$ cat src/rtl/zjh_nibble_adder_seq.sv
// Nibble-serial WIDTH-bit add/subtract sequencer around one shared 4-bit ripple adder slice.
// Optional signed-overflow output enabled by defining ZJH_SEQ_OVF_EN.
`timescale 1ns/1ps

module zjh_nibble_adder_seq #(
    parameter int WIDTH = 16
) (
    input  logic             clk,
    input  logic             rst_n,
    input  logic             start,
    input  logic             clr,
    input  logic             sub,
    input  logic             cin,
    input  logic [WIDTH-1:0] a,
    input  logic [WIDTH-1:0] b,
    output logic             ready,
    output logic             done,
    output logic [WIDTH-1:0] sum,
`ifdef ZJH_SEQ_OVF_EN
    output logic             ovf,
`endif
    output logic             cout
);

    localparam int NUM_NIB = WIDTH / 4;
    localparam int NIB_W   = (NUM_NIB > 1) ? $clog2(NUM_NIB) : 1;
    localparam logic [NIB_W-1:0] LAST_IDX = NIB_W'(NUM_NIB - 1);

    typedef enum logic [1:0] {
        ST_IDLE = 2'd0,
        ST_RUN  = 2'd1,
        ST_DONE = 2'd2
    } state_t;

    // 74HC283-style 4-bit ripple slice: returns {cout, s[3:0]}.
    function automatic logic [4:0] nib_add(input logic [3:0] x, input logic [3:0] y, input logic c);
        logic [3:0] s;
        logic       k;
        s = 4'b0000;
        k = c;
        for (int i = 0; i < 4; i++) begin
            s[i] = x[i] ^ y[i] ^ k;
            k    = (x[i] & y[i]) | (k & (x[i] ^ y[i]));
        end
        return {k, s};
    endfunction

`ifdef ZJH_SEQ_OVF_EN
    // Carry into bit 3 of the slice, needed for the signed-overflow XOR.
    function automatic logic nib_c3(input logic [3:0] x, input logic [3:0] y, input logic c);
        logic k;
        k = c;
        for (int i = 0; i < 3; i++) begin
            k = (x[i] & y[i]) | (k & (x[i] ^ y[i]));
        end
        return k;
    endfunction
`endif

    state_t             state_r;
    state_t             state_next_s;
    logic [NIB_W-1:0]   idx_r;
    logic               carry_r;
    logic [WIDTH-1:0]   a_r;
    logic [WIDTH-1:0]   b_r;
    logic [WIDTH-1:0]   sum_r;
    logic               cout_r;
    logic               ready_r;
    logic               done_r;
    logic               accept_s;
    logic               last_s;
    logic [3:0]         a_nib_s;
    logic [3:0]         b_nib_s;
    logic [4:0]         add_s;
`ifdef ZJH_SEQ_OVF_EN
    logic               ovf_r;
`endif

    // Next-state logic; clr overrides everything, including a same-cycle start.
    always_comb begin
        state_next_s = state_r;
        accept_s     = 1'b0;
        last_s       = (idx_r == LAST_IDX);
        if (clr) begin
            state_next_s = ST_IDLE;
        end else begin
            case (state_r)
                ST_IDLE: begin
                    if (start) begin
                        state_next_s = ST_RUN;
                        accept_s     = 1'b1;
                    end else begin
                        state_next_s = ST_IDLE;
                    end
                end
                ST_RUN: begin
                    if (last_s) begin
                        state_next_s = ST_DONE;
                    end else begin
                        state_next_s = ST_RUN;
                    end
                end
                ST_DONE: state_next_s = ST_IDLE;
                default: state_next_s = ST_IDLE;
            endcase
        end
    end

    // Select the current nibble pair and run it through the shared slice.
    always_comb begin
        a_nib_s = a_r[{idx_r, 2'b00} +: 4];
        b_nib_s = b_r[{idx_r, 2'b00} +: 4];
        add_s   = nib_add(a_nib_s, b_nib_s, carry_r);
    end

    // State register; ready/done are registered from the next state so they track it exactly.
    always_ff @(posedge clk or negedge rst_n) begin
        if (!rst_n) begin
            state_r <= ST_IDLE;
            ready_r <= 1'b1;
            done_r  <= 1'b0;
        end else begin
            state_r <= state_next_s;
            ready_r <= (state_next_s == ST_IDLE);
            done_r  <= (state_next_s == ST_DONE);
        end
    end

    // Operand latch, carry feedback, nibble counter and result assembly.
    always_ff @(posedge clk or negedge rst_n) begin
        if (!rst_n) begin
            idx_r   <= '0;
            carry_r <= 1'b0;
            a_r     <= '0;
            b_r     <= '0;
            sum_r   <= '0;
            cout_r  <= 1'b0;
        end else if (clr) begin
            idx_r <= '0;
        end else if (accept_s) begin
            a_r     <= a;
            b_r     <= sub ? ~b : b;
            carry_r <= sub ? 1'b1 : cin;
            idx_r   <= '0;
            sum_r   <= '0;
        end else if (state_r == ST_RUN) begin
            sum_r[{idx_r, 2'b00} +: 4] <= add_s[3:0];
            carry_r                    <= add_s[4];
            if (last_s) begin
                idx_r  <= '0;
                cout_r <= add_s[4];
            end else begin
                idx_r <= idx_r + NIB_W'(1);
            end
        end
    end

`ifdef ZJH_SEQ_OVF_EN
    // Signed overflow of the top nibble, held with the sum.
    always_ff @(posedge clk or negedge rst_n) begin
        if (!rst_n) begin
            ovf_r <= 1'b0;
        end else if (clr) begin
            ovf_r <= ovf_r;
        end else if (accept_s) begin
            ovf_r <= 1'b0;
        end else if ((state_r == ST_RUN) && last_s) begin
            ovf_r <= nib_c3(a_nib_s, b_nib_s, carry_r) ^ add_s[4];
        end
    end

    assign ovf = ovf_r;
`endif

    assign ready = ready_r;
    assign done  = done_r;
    assign sum   = sum_r;
    assign cout  = cout_r;

endmodule

$ cat config.mk
export PLATFORM = sky130hd
export DESIGN_NAME = zjh_nibble_adder_seq
export DESIGN_NICKNAME = d
export VERILOG_FILES = /design/src/rtl/zjh_nibble_adder_seq.sv
export SDC_FILE = /design/constraint.sdc
export NUM_CORES = 1
export LEC_CHECK = 0
export CORE_UTILIZATION = 45
export CTS_BUF_LIST = sky130_fd_sc_hd__clkbuf_16
export DETAILED_ROUTE_END_ITERATION = 8
export PLACE_DENSITY = 0.71
export SETUP_SLACK_MARGIN = 0.3
export SYNTH_ARGS = -nofsm -noshare
export SYNTH_HDL_FRONTEND = slang
export SYNTH_SLANG_ARGS = --single-unit
$ cat constraint.sdc
create_clock -name clk -period 6 [get_ports clk]
set_input_delay 1.2 -clock clk [delete_from_list [all_inputs] [get_ports clk]]
set_output_delay 1.2 -clock clk [all_outputs]
set_load 0.1 [all_outputs]
* Word level (Yosys, flattened, before mapping) *
Index checks and enable logic that the tools add are counted.

word-level totals
  register bits = 56
  bits in latches = 0
  bits in writable memories = 0
  ROM bits = 0
  input port bits = 38
  memories kept = 0

cells by class
  add/subtract/negate cells = 2
  $mul = 0
  div/mod/pow operators = 0
  $lt $le $gt $ge = 0
  equal/unequal tests = 3
  shifts and indexed selects = 4
  mux-type cells = 18
  bitwise operators = 23
  reductions and logical operators = 7

operator list
  operator                                               count
  2-to-1 mux 16 bit                                      3
  indexed part select 16 x 5 -> 4 bit                    2
  bitwise mux 16 bit                                     1
  NOT 16 bit                                             1
  variable shift 4 x 6 -> 16 bit (first input constant)  1
  indexed part select 4 x 6 -> 16 bit                    1
  2-to-1 mux 2 bit                                       6
  AND 1 bit                                              8
  bitwise XOR 1 bit                                      8
  2-to-1 mux 1 bit                                       7
  negation 4 -> 6 bit                                    1
  equality test 2 bit (second input constant)            2
  zero test 2 bit                                        2
  OR 1 bit                                               4
  one-hot mux 2 bit (2 select lines)                     1
  AND reduction 2 bit                                    2
  AND reduction 4 bit                                    1
  nonzero test 3 bit                                     1
  adder 2 x 1 -> 2 bit (second input constant)           1
  equality test 2 x 1 -> 1 bit (second input constant)   1
  NOT 1 bit                                              2
  nonzero test 2 bit                                     1

* Longest topological paths before layout *
Gate-level depths: netlist of the first run.

  depth in word-level cells = 13
  depth in mapped cells = 12

* Least setup slack after synthesis of the first run *
No wires, ideal clock.

  path kind = flip-flop to flip-flop
  start point = reg idx_r[0]
  end point = reg sum_r[11] (netlist: sum[11])
  library setup time = 0.123 ns
  data arrival time = 2.811 ns
  required time = 5.877 ns
  path slack = 3.066 ns
  stages on the path, launching flop included = 12
  path through = dfrtp_1 -> buf_2 -> mux4_2 -> inv_1 -> fa_1 -> inv_1 -> fa_1 -> inv_1 -> fa_1 -> inv_1 -> fa_1 -> a22o_1

on the way
  longest elaborated chain between the ends = 13

ends and longest elaborated chain
  item                                                           line      RTL
  start: declaration                                             62        logic [NIB_W-1:0] idx_r;
  start signal: assignment                                       153       idx_r <= idx_r + NIB_W'(1);
  indexed part select 16 x 5 -> 4 bit, on equally long branches  111, 112
  bitwise XOR 1 bit                                              42, 43
  AND 1 bit                                                      43        k = (x[i] & y[i]) | (k & (x[i] ^ y[i]));
  OR 1 bit                                                       43
  AND 1 bit                                                      43
  OR 1 bit                                                       43
  AND 1 bit                                                      43
  OR 1 bit                                                       43
  bitwise XOR 1 bit                                              42        s[i] = x[i] ^ y[i] ^ k;
  indexed part select 4 x 6 -> 16 bit                            147       sum_r[{idx_r, 2'b00} +: 4] <= add_s[3:0];
  bitwise mux 16 bit *                                           147
  2-to-1 mux 16 bit *                                            146       end else if (state_r == ST_RUN) begin
  2-to-1 mux 16 bit *                                            140       end else if (accept_s) begin
  end signal: indexed assignment                                 147
  end: declaration                                               66        logic [WIDTH-1:0] sum_r;

Mark *: on every way between the ends. The rest lies on a longest branch, timed or not. The select of a mux whose other input is x is not followed.
A chain may end at the register's enable or synchronous reset.

* Worst setup path in the final report of the first run *
  start point = reg idx_r[0]
  end point = reg sum_r[7] (netlist: sum[7])

The elaborated chain is that of the path after synthesis.

==> results.rst, run 1 <==
.. list-table::
   :header-rows: 1

   * - Metric
     - Value
   * - Post-synthesis cell type count
     - 32
   * - Proportion of synthesized area in mux cells
     - 14.0%
   * - Least-Margin Pin Slew
     - 0.975 ns
   * - Result of the run
     - finished clean
   * - Unrepaired setup endpoints after global routing
     - no
   * - Worst path top cell family by delay
     - adder cells
   * - Routability Congestion
     - 0.850
   * - CTS tree
     - done
   * - Initial standard-cell utilization of the core
     - 48.0%
   * - Drt first-iter violations
     - 102
   * - DRC violation count after routing
     - 0
   * - Critical path class
     - reg -> reg
   * - Worst path setup slack after routing
     - 2.68 ns
   * - Antenna viol nets, final
     - 0
   * - Worst setup slack after placement
     - 2.71 ns
   * - Placed wire-length estimate
     - 3910 um
   * - Slew headroom
     - 34.8%
   * - Layout Skew
     - 0.00327 ns
   * - Time the worst path needs with I/O delays and setup
     - 3.32 ns
   * - Number of CTS-inserted buffers
     - 5
   * - Maximum number of pins on one net before global-route repair
     - 57
   * - Summed instance area of the synthesized netlist
     - 0.00273 sq mm
   * - # H-tree levels
     - 2
   * - Crit-path max FO
     - 16
   * - Total congestion overflow
     - 0
   * - Proportion of synthesized chip area in sequential cells
     - 51.5%
   * - Syn. warnings
     - 0
   * - Compound-cell area share of the yosys netlist
     - 10.1%
   * - Number of global-route vias before repair
     - 1905
   * - Cells taking the most area after synthesis
     - dfrtp_1 (51%), mux2_2 (7.0%), mux4_2 (6.6%)
   * - First-pass GRT wire length
     - 9460 um
   * - Cell-internal power
     - 0.765 mW
   * - Mapped Nets
     - 266
   * - Largest family of logic cells by synthesized area
     - multiplexers
   * - Portion of total power attributed to combinational logic
     - 28.7%
   * - Vertical extent of the die
     - 79.8 um
   * - Count of max-cap constraint violations
     - 0
   * - Count of TritonRoute iterations in the first routing pass
     - 4
   * - Instance count after placement with tap cells included
     - 340
   * - Hold bufs inserted after CTS
     - 0
   * - Overall global routing resource usage
     - 19.5%
   * - Setup Buffers After CTS
     - 0
   * - Post-synthesis cell type with the largest combined area
     - dfrtp_1
   * - Pins Over Slew Limit
     - 0
   * - Post-CTS sizing
     - 0
   * - Max Clock Freq
     - 301 MHz
   * - Final hold viol count
     - 0
   * - Area share of fa/ha/maj cells after synthesis
     - 4.78%
   * - Max IR drop VDD
     - 0.205 mV
   * - Clock slew at the register clock pins of the worst setup and hold paths
     - 0.07 ns
   * - Share of Yosys cell area claimed by the top area cell type
     - 50.5%
   * - Data arrival at the endpoint of the critical path
     - 3.54 ns
   * - Placement Rows
     - 27
   * - Antenna cells
     - 0
   * - Setup violations, final
     - 0
   * - Vias post-DR
     - 1863
   * - Worst-case register-to-register setup slack
     - 2.68 ns
   * - Die width
     - 79.8 um
   * - Post-synthesis register bit count
     - 56
   * - Leading cell type by number of instances after synthesis
     - dfrtp_1
   * - Post-route setup TNS
     - 0 ns
   * - Number of enable flip-flop cells after synthesis
     - 0
   * - Net switching power figure
     - 0.360 mW
   * - Post-synthesis xor/xnor area fraction
     - 5.14%
   * - Mean instance size in the synthesized netlist
     - 12.4 sq um
   * - Basic-gate share of the synthesized area counting and, or, nand and nor cells
     - 9.73%
   * - Sequential group share of total power
     - 42.0%
   * - Leakage power
     - 1.44 nW
   * - Switching share of power
     - 32.0%
   * - Crit path launch type
     - flip-flop
   * - Post-synthesis instance total
     - 220
   * - Antenna violations before repair
     - 0
   * - Number of top-level pins
     - 57
   * - Clock Path Buffers
     - 2
   * - Crit path required time
     - 6.22 ns
   * - Post-route non-filler standard cell count
     - 348
   * - Total power divided by cell area
     - 323 mW/mm^2
   * - Prevailing post-synth register cell
     - dfrtp_1
   * - Area of the die
     - 0.00637 sq mm
   * - Average wire per standard cell
     - 15.6 um
   * - Type of the worst min-delay path
     - reg -> reg
   * - Core Area
     - 0.00568 sq mm
   * - Kind of end point of the critical path
     - flip-flop
   * - CP Cell Sequence
     - mux4_2 > inv_1 > fa_1 > inv_1 > fa_1 > inv_1 > fa_1 > inv_1 > fa_1 > nand3_1 > o2bb2ai_1
   * - Clock sinks
     - 56
   * - Slowest cell on the critical path
     - dfrtp_1
   * - Layout Utilization
     - 61.3%
   * - Fraction of layout instances using a drive strength above 1
     - 14.5%
   * - WL final
     - 5430 um
   * - Final critical-path share of the clock period
     - 55.3%
   * - Nets
     - 321
   * - WP buf/inv
     - 4
   * - Part of the power in the clock network
     - 29.4%
   * - Crit path largest cell delay
     - 0.85 ns
   * - Growth of design area from synthesis to finish
     - 27.6%
   * - Port buffer count
     - 56
   * - Synth cell count leaders
     - dfrtp_1 (55), nor2_1 (21), a21oi_1 (20)
   * - Average vias per placed instance
     - 5.35
   * - Fraction of registers with async set/reset
     - 100%
   * - Clock latency on the worst-skew pair
     - 0.29 ns
   * - Root Buffer Master
     - clkbuf_16
==> per-layer routing <==
metal  global-route usage (%)  routed length (um)  vias up
met5                        0                   0        -
met4                     6.43                  86        0
met3                     3.09                 281        8
met2                     31.8                2660       66
met1                     26.6                2400      914
li1                         -                   -      875
==> cells in the final DEF (no fill, tap or decap), drive strengths merged, types with 6 or more instances in the layout <==
cell type / synthesis / layout
nand2: 6 / 6
o21ai: 9 / 9
mux2: 17 / 17
nor2: 21 / 21
xnor2: 16 / 16
inv: 15 / 15
dfrtp: 55 / 55
mux4: 8 / 8
a21oi: 20 / 20
clkdlybuf4s50: 0 / 55
a22o: 11 / 11
==> power by group through the flow <==
stage          Sequential [mW]  Clock, mW  Combinational (mW)
3_3_place_gp             0.476          0               0.313
5_1_grt                  0.480      0.351               0.351
2_1_floorplan            0.537          0               0.162
6_report                 0.472      0.330               0.323
4_1_cts                  0.473      0.335               0.325
3_5_place_dp             0.479          0               0.323
==> area by class of cell <==
cell class              instances  area, sq um
clock buffers                   5          125
clock inverters                 3         42.5
fillers                       457         2200
inverters                      15         56.3
multi-input cells             139         1190
flip-flops and latches         56         1400
well taps                      72         90.1
repair buffers                 58          571
==> metrics by stage <==
stage	hold WS [ns]	cell area, sq um	power [mW]
2_1_floorplan	0.475	2730	0.699
3_3_place_gp	0.483	3310	0.790
3_5_place_dp	0.487	3310	0.803
4_1_cts	0.504	3480	1.13
5_1_grt	0.526	3480	1.18
6_report	0.507	3480	1.12
==> cell families (layout without fill, tap and decap cells) <==
| kind of cell | Yosys count | in the layout |
|---|---|---|
| compound gates | 44 | 44 |
| xor+xnor | 16 | 16 |
| mux | 26 | 26 |
| fa+ha+maj | 8 | 8 |
| buf+inv | 25 | 81 |
| flops | 56 | 56 |
| simple gates | 45 | 45 |
==> sequential cells by signal (all words and copies together), names as in the netlist, 2 cells and up <==
name and flops:
a_r 16, b_r 16, sum 16, idx_r 2
state_r 2
==> path summary, 6_finish.rpt <==
path | to | cells past startpoint | startpoint
max | sum[7] | 11 | idx_r[0]
min | sum[8] | 1 | sum[8]
max reg2reg | sum[7] | 11 | idx_r[0]
min reg2reg | sum[8] | 1 | sum[8]
max in group asynchronous | b_r[8] | 2 | rst_n
min in group asynchronous | state_r[0] | 2 | rst_n
(Power assumes the default switching activity.)
==> inputs of run 2 (changes only) <==
--- a/config.mk
+++ b/config.mk
@@ -8,7 +8,7 @@
 export CORE_UTILIZATION = 45
 export CTS_BUF_LIST = sky130_fd_sc_hd__clkbuf_16
 export DETAILED_ROUTE_END_ITERATION = 8
-export PLACE_DENSITY = 0.71
+export PLACE_DENSITY = 0.74
 export SETUP_SLACK_MARGIN = 0.3
 export SYNTH_ARGS = -nofsm -noshare
 export SYNTH_HDL_FRONTEND = slang
==> constraint.sdc (replaced) <==
create_clock -name clk -period 2.7 [get_ports clk]
set_input_delay 0.54 -clock clk [delete_from_list [all_inputs] [get_ports clk]]
set_output_delay 0.54 -clock clk [all_outputs]
set_load 0.1 [all_outputs]
==> run 2 against run 1 <==
The run now ends with setup timing left. Setup slack worse by 2.7 ns. Total power up 120%. Wire length grew 1.4%. Via count barely moved. Clock power increased by 83%. Sequential share of layout area is 0.55 points lower. Critical path depth unchanged. Final area increased by 1.5%. Non-clock buffer count grew 9. Clock-buffer cell count unchanged. Highest routed layer unchanged. Die area unchanged. Fmax increased by 21%. Largest power group unchanged.
==> results.rst, run 2 (same netlist as run 1, synthesis figures left out) <==
.. list-table::
   :header-rows: 1

   * - Metric
     - Value
   * - Placement Rows
     - 27 (unchanged)
   * - Number of CTS-inserted buffers
     - 5 (unchanged)
   * - Total power divided by cell area
     - 691 mW/mm^2 (+110%)
   * - Critical path class
     - reg -> reg
   * - Number of global-route vias before repair
     - 1959 (+2.8%)
   * - Data arrival at the endpoint of the critical path
     - 2.95 ns (-0.59 ns)
   * - Least-Margin Pin Slew
     - 0.541 ns (-0.434 ns)
   * - Most common cell after layout, fill and taps aside
     - dfrtp_1
   * - Post-route setup TNS
     - -0.0337 ns (-0.0337 ns)
   * - Antenna violations before repair
     - 0 (unchanged)
   * - Routability Congestion
     - 0.815 (-4.1%)
   * - Antenna viol nets, final
     - 0 (unchanged)
   * - Unrepaired setup endpoints after global routing
     - yes
   * - Worst path setup slack after routing
     - -0.0337 ns (-2.71 ns)
   * - Antenna cells
     - 0 (unchanged)
   * - Initial standard-cell utilization of the core
     - 48.0% (unchanged)
   * - Vias post-DR
     - 1862 (-0.054%)
   * - Crit path largest cell delay
     - 0.57 ns (-0.28 ns)
   * - Result of the run
     - finished with violations
   * - Clock slew at the register clock pins of the worst setup and hold paths
     - 0.07 ns (about the same)
   * - Count of TritonRoute iterations in the first routing pass
     - 4 (unchanged)
   * - Worst setup slack after placement
     - -0.0429 ns (-2.76 ns)
   * - Maximum number of pins on one net before global-route repair
     - 36 (-37%)
   * - Kind of end point of the critical path
     - flip-flop
   * - DRC violation count after routing
     - 0 (unchanged)
   * - Root Buffer Master
     - clkbuf_16
   * - Final critical-path share of the clock period
     - 101% (+46 points)
   * - First-pass GRT wire length
     - 9490 um (+0.30%)
   * - Crit path launch type
     - flip-flop
   * - Post-route non-filler standard cell count
     - 356 (+2.3%)
   * - CTS tree
     - done
   * - Crit-path max FO
     - 5 (-11)
   * - Violations in the final reports
     - setup timing
   * - Pins Over Slew Limit
     - 0 (unchanged)
   * - Time the worst path needs with I/O delays and setup
     - 2.73 ns (-0.587 ns)
   * - Average wire per standard cell
     - 15.5 um (-0.84%)
   * - Total congestion overflow
     - 0 (unchanged)
   * - Number of top-level pins
     - 57 (unchanged)
   * - Leakage power
     - 1.52 nW (+5.3%)
   * - Layout Skew
     - 0.00440 ns (+0.00113 ns)
   * - Fraction of layout instances using a drive strength above 1
     - 29.2% (+15 points)
   * - Total power
     - 2.44 mW (+120%)
   * - Clock Path Buffers
     - 2 (unchanged)
   * - Max IR drop VDD
     - 0.898 mV (+340%)
   * - Slowest cell on the critical path
     - fa_2
   * - Type of the worst min-delay path
     - in -> async
   * - Overall global routing resource usage
     - 19.8% (+0.30 points)
   * - Port buffer count
     - 56 (unchanged)
   * - Final hold viol count
     - 0 (unchanged)
   * - Slew headroom
     - 63.8% (+29 points)
   * - Growth of design area from synthesis to finish
     - 29.5%
   * - Instance count after placement with tap cells included
     - 348 (+2.4%)
   * - Nets
     - 330 (+2.8%)
   * - Clock sinks
     - 56 (unchanged)
   * - Core Area
     - 0.00568 sq mm (unchanged)
   * - Setup violations, final
     - 1 (+1)
   * - Vertical extent of the die
     - 79.8 um (unchanged)
   * - Area of the die
     - 0.00637 sq mm (unchanged)
   * - Clock latency on the worst-skew pair
     - 0.29 ns (about the same)
   * - Placed wire-length estimate
     - 4200 um (+7.5%)
   * - # H-tree levels
     - 2 (unchanged)
   * - WL final
     - 5510 um (+1.4%)
   * - CP Cell Sequence
     - mux4_2 > inv_2 > fa_2 > inv_2 > fa_2 > inv_2 > fa_2 > inv_2 > fa_2 > nand3_2 > o2bb2ai_2
   * - Die width
     - 79.8 um (unchanged)
   * - Count of max-cap constraint violations
     - 0 (unchanged)
   * - Drt first-iter violations
     - 80 (-22%)
   * - Max Clock Freq
     - 366 MHz (+21%)
   * - Most frequent cells in the layout
     - dfrtp_1 (54), clkdlybuf4s50_1 (36), buf_4 (27)
   * - Average vias per placed instance
     - 5.23 (-2.3%)
   * - Crit path required time
     - 2.91 ns (-3.31 ns)
==> run 2: cell types whose count changed in the layout (fill, tap and decap cells not counted), moves of 2 or more <==
cell / change
clkdlybuf4s50_1: -19
nand3_1: -3
inv_1: -5
nand3_2: +3
fa_2: +4
fa_1: -4
inv_2: +6
buf_12: +2
buf_4: +25
==> run 2: critical path: cells and delay by family (launching register included) <==
kind                       cells  cell delay [ns]
AOI/OAI and AO/OA              1             0.13
adders and majority gates      4             1.28
buffers and inverters          4             0.22
DFF                            1             0.43
muxes                          1             0.52
and+or+nand+nor                1             0.08
==> run 2: worst paths after layout <==
path | startpoint | endpoint | slack (ns) | cells past startpoint
worst min register to register | a_r[8] | a_r[8] | 0.50 | 1
min in group clk | a_r[8] | a_r[8] | 0.50 | 1
worst max register to register | idx_r[0] | sum[7] | -0.03 | 11
max in group asynchronous | rst_n | idx_r[0] | 1.93 | 2
worst max-delay path | idx_r[0] | sum[7] | -0.03 | 11
worst min-delay path | rst_n | sum[4] | 0.21 | 1
==> run 2: timing repair <==
| action | CTS | global route |
|---|---|---|
| gates resized for setup | 9 | 3 |
| endpoints found under the setup margin | 10 | 10 |
| hold buffers | 0 | 0 |
| buffers inserted | 1 | 0 |
| pin swaps | 3 | 3 |
==> run 2: power by group <==
part	switching [mW]	internal, mW
logic	0.449	0.346
registers	0.0750	0.964
clock network	0.271	0.334
total	0.795	1.64
==> run 2: area by class of cell <==
class,count,area (sq um)
tap,72,90.1
timing repair buffer,67,619
fill,469,2150
clock buffer,5,125
clock inverter,2,8.76
multi-input combinational,139,1230
sequential,56,1400
inverter,15,56.3
==> run 2: per-stage QoR <==
step	hold slack [ns]	utilization (%)	area (sq um)
floorplan	0.244	-	2740
global placement	0.484	59.1	3350
detailed placement	0.483	59.1	3350
CTS	0.226	61.9	3520
global route	0.244	62.2	3530
finish	0.210	62.2	3530
==> run 2: routing by layer <==
metal | vias up | part of all wire (%) | routed length [um] | global-route usage [%]
met4 | 0 | 1.2 | 66 | 5.89
met2 | 49 | 50 | 2740 | 34.9
met1 | 911 | 45 | 2460 | 24.9
met3 | 8 | 4.2 | 234 | 3.31
met5 | - | 0 | 0 | 0
li1 | 894 | - | - | -
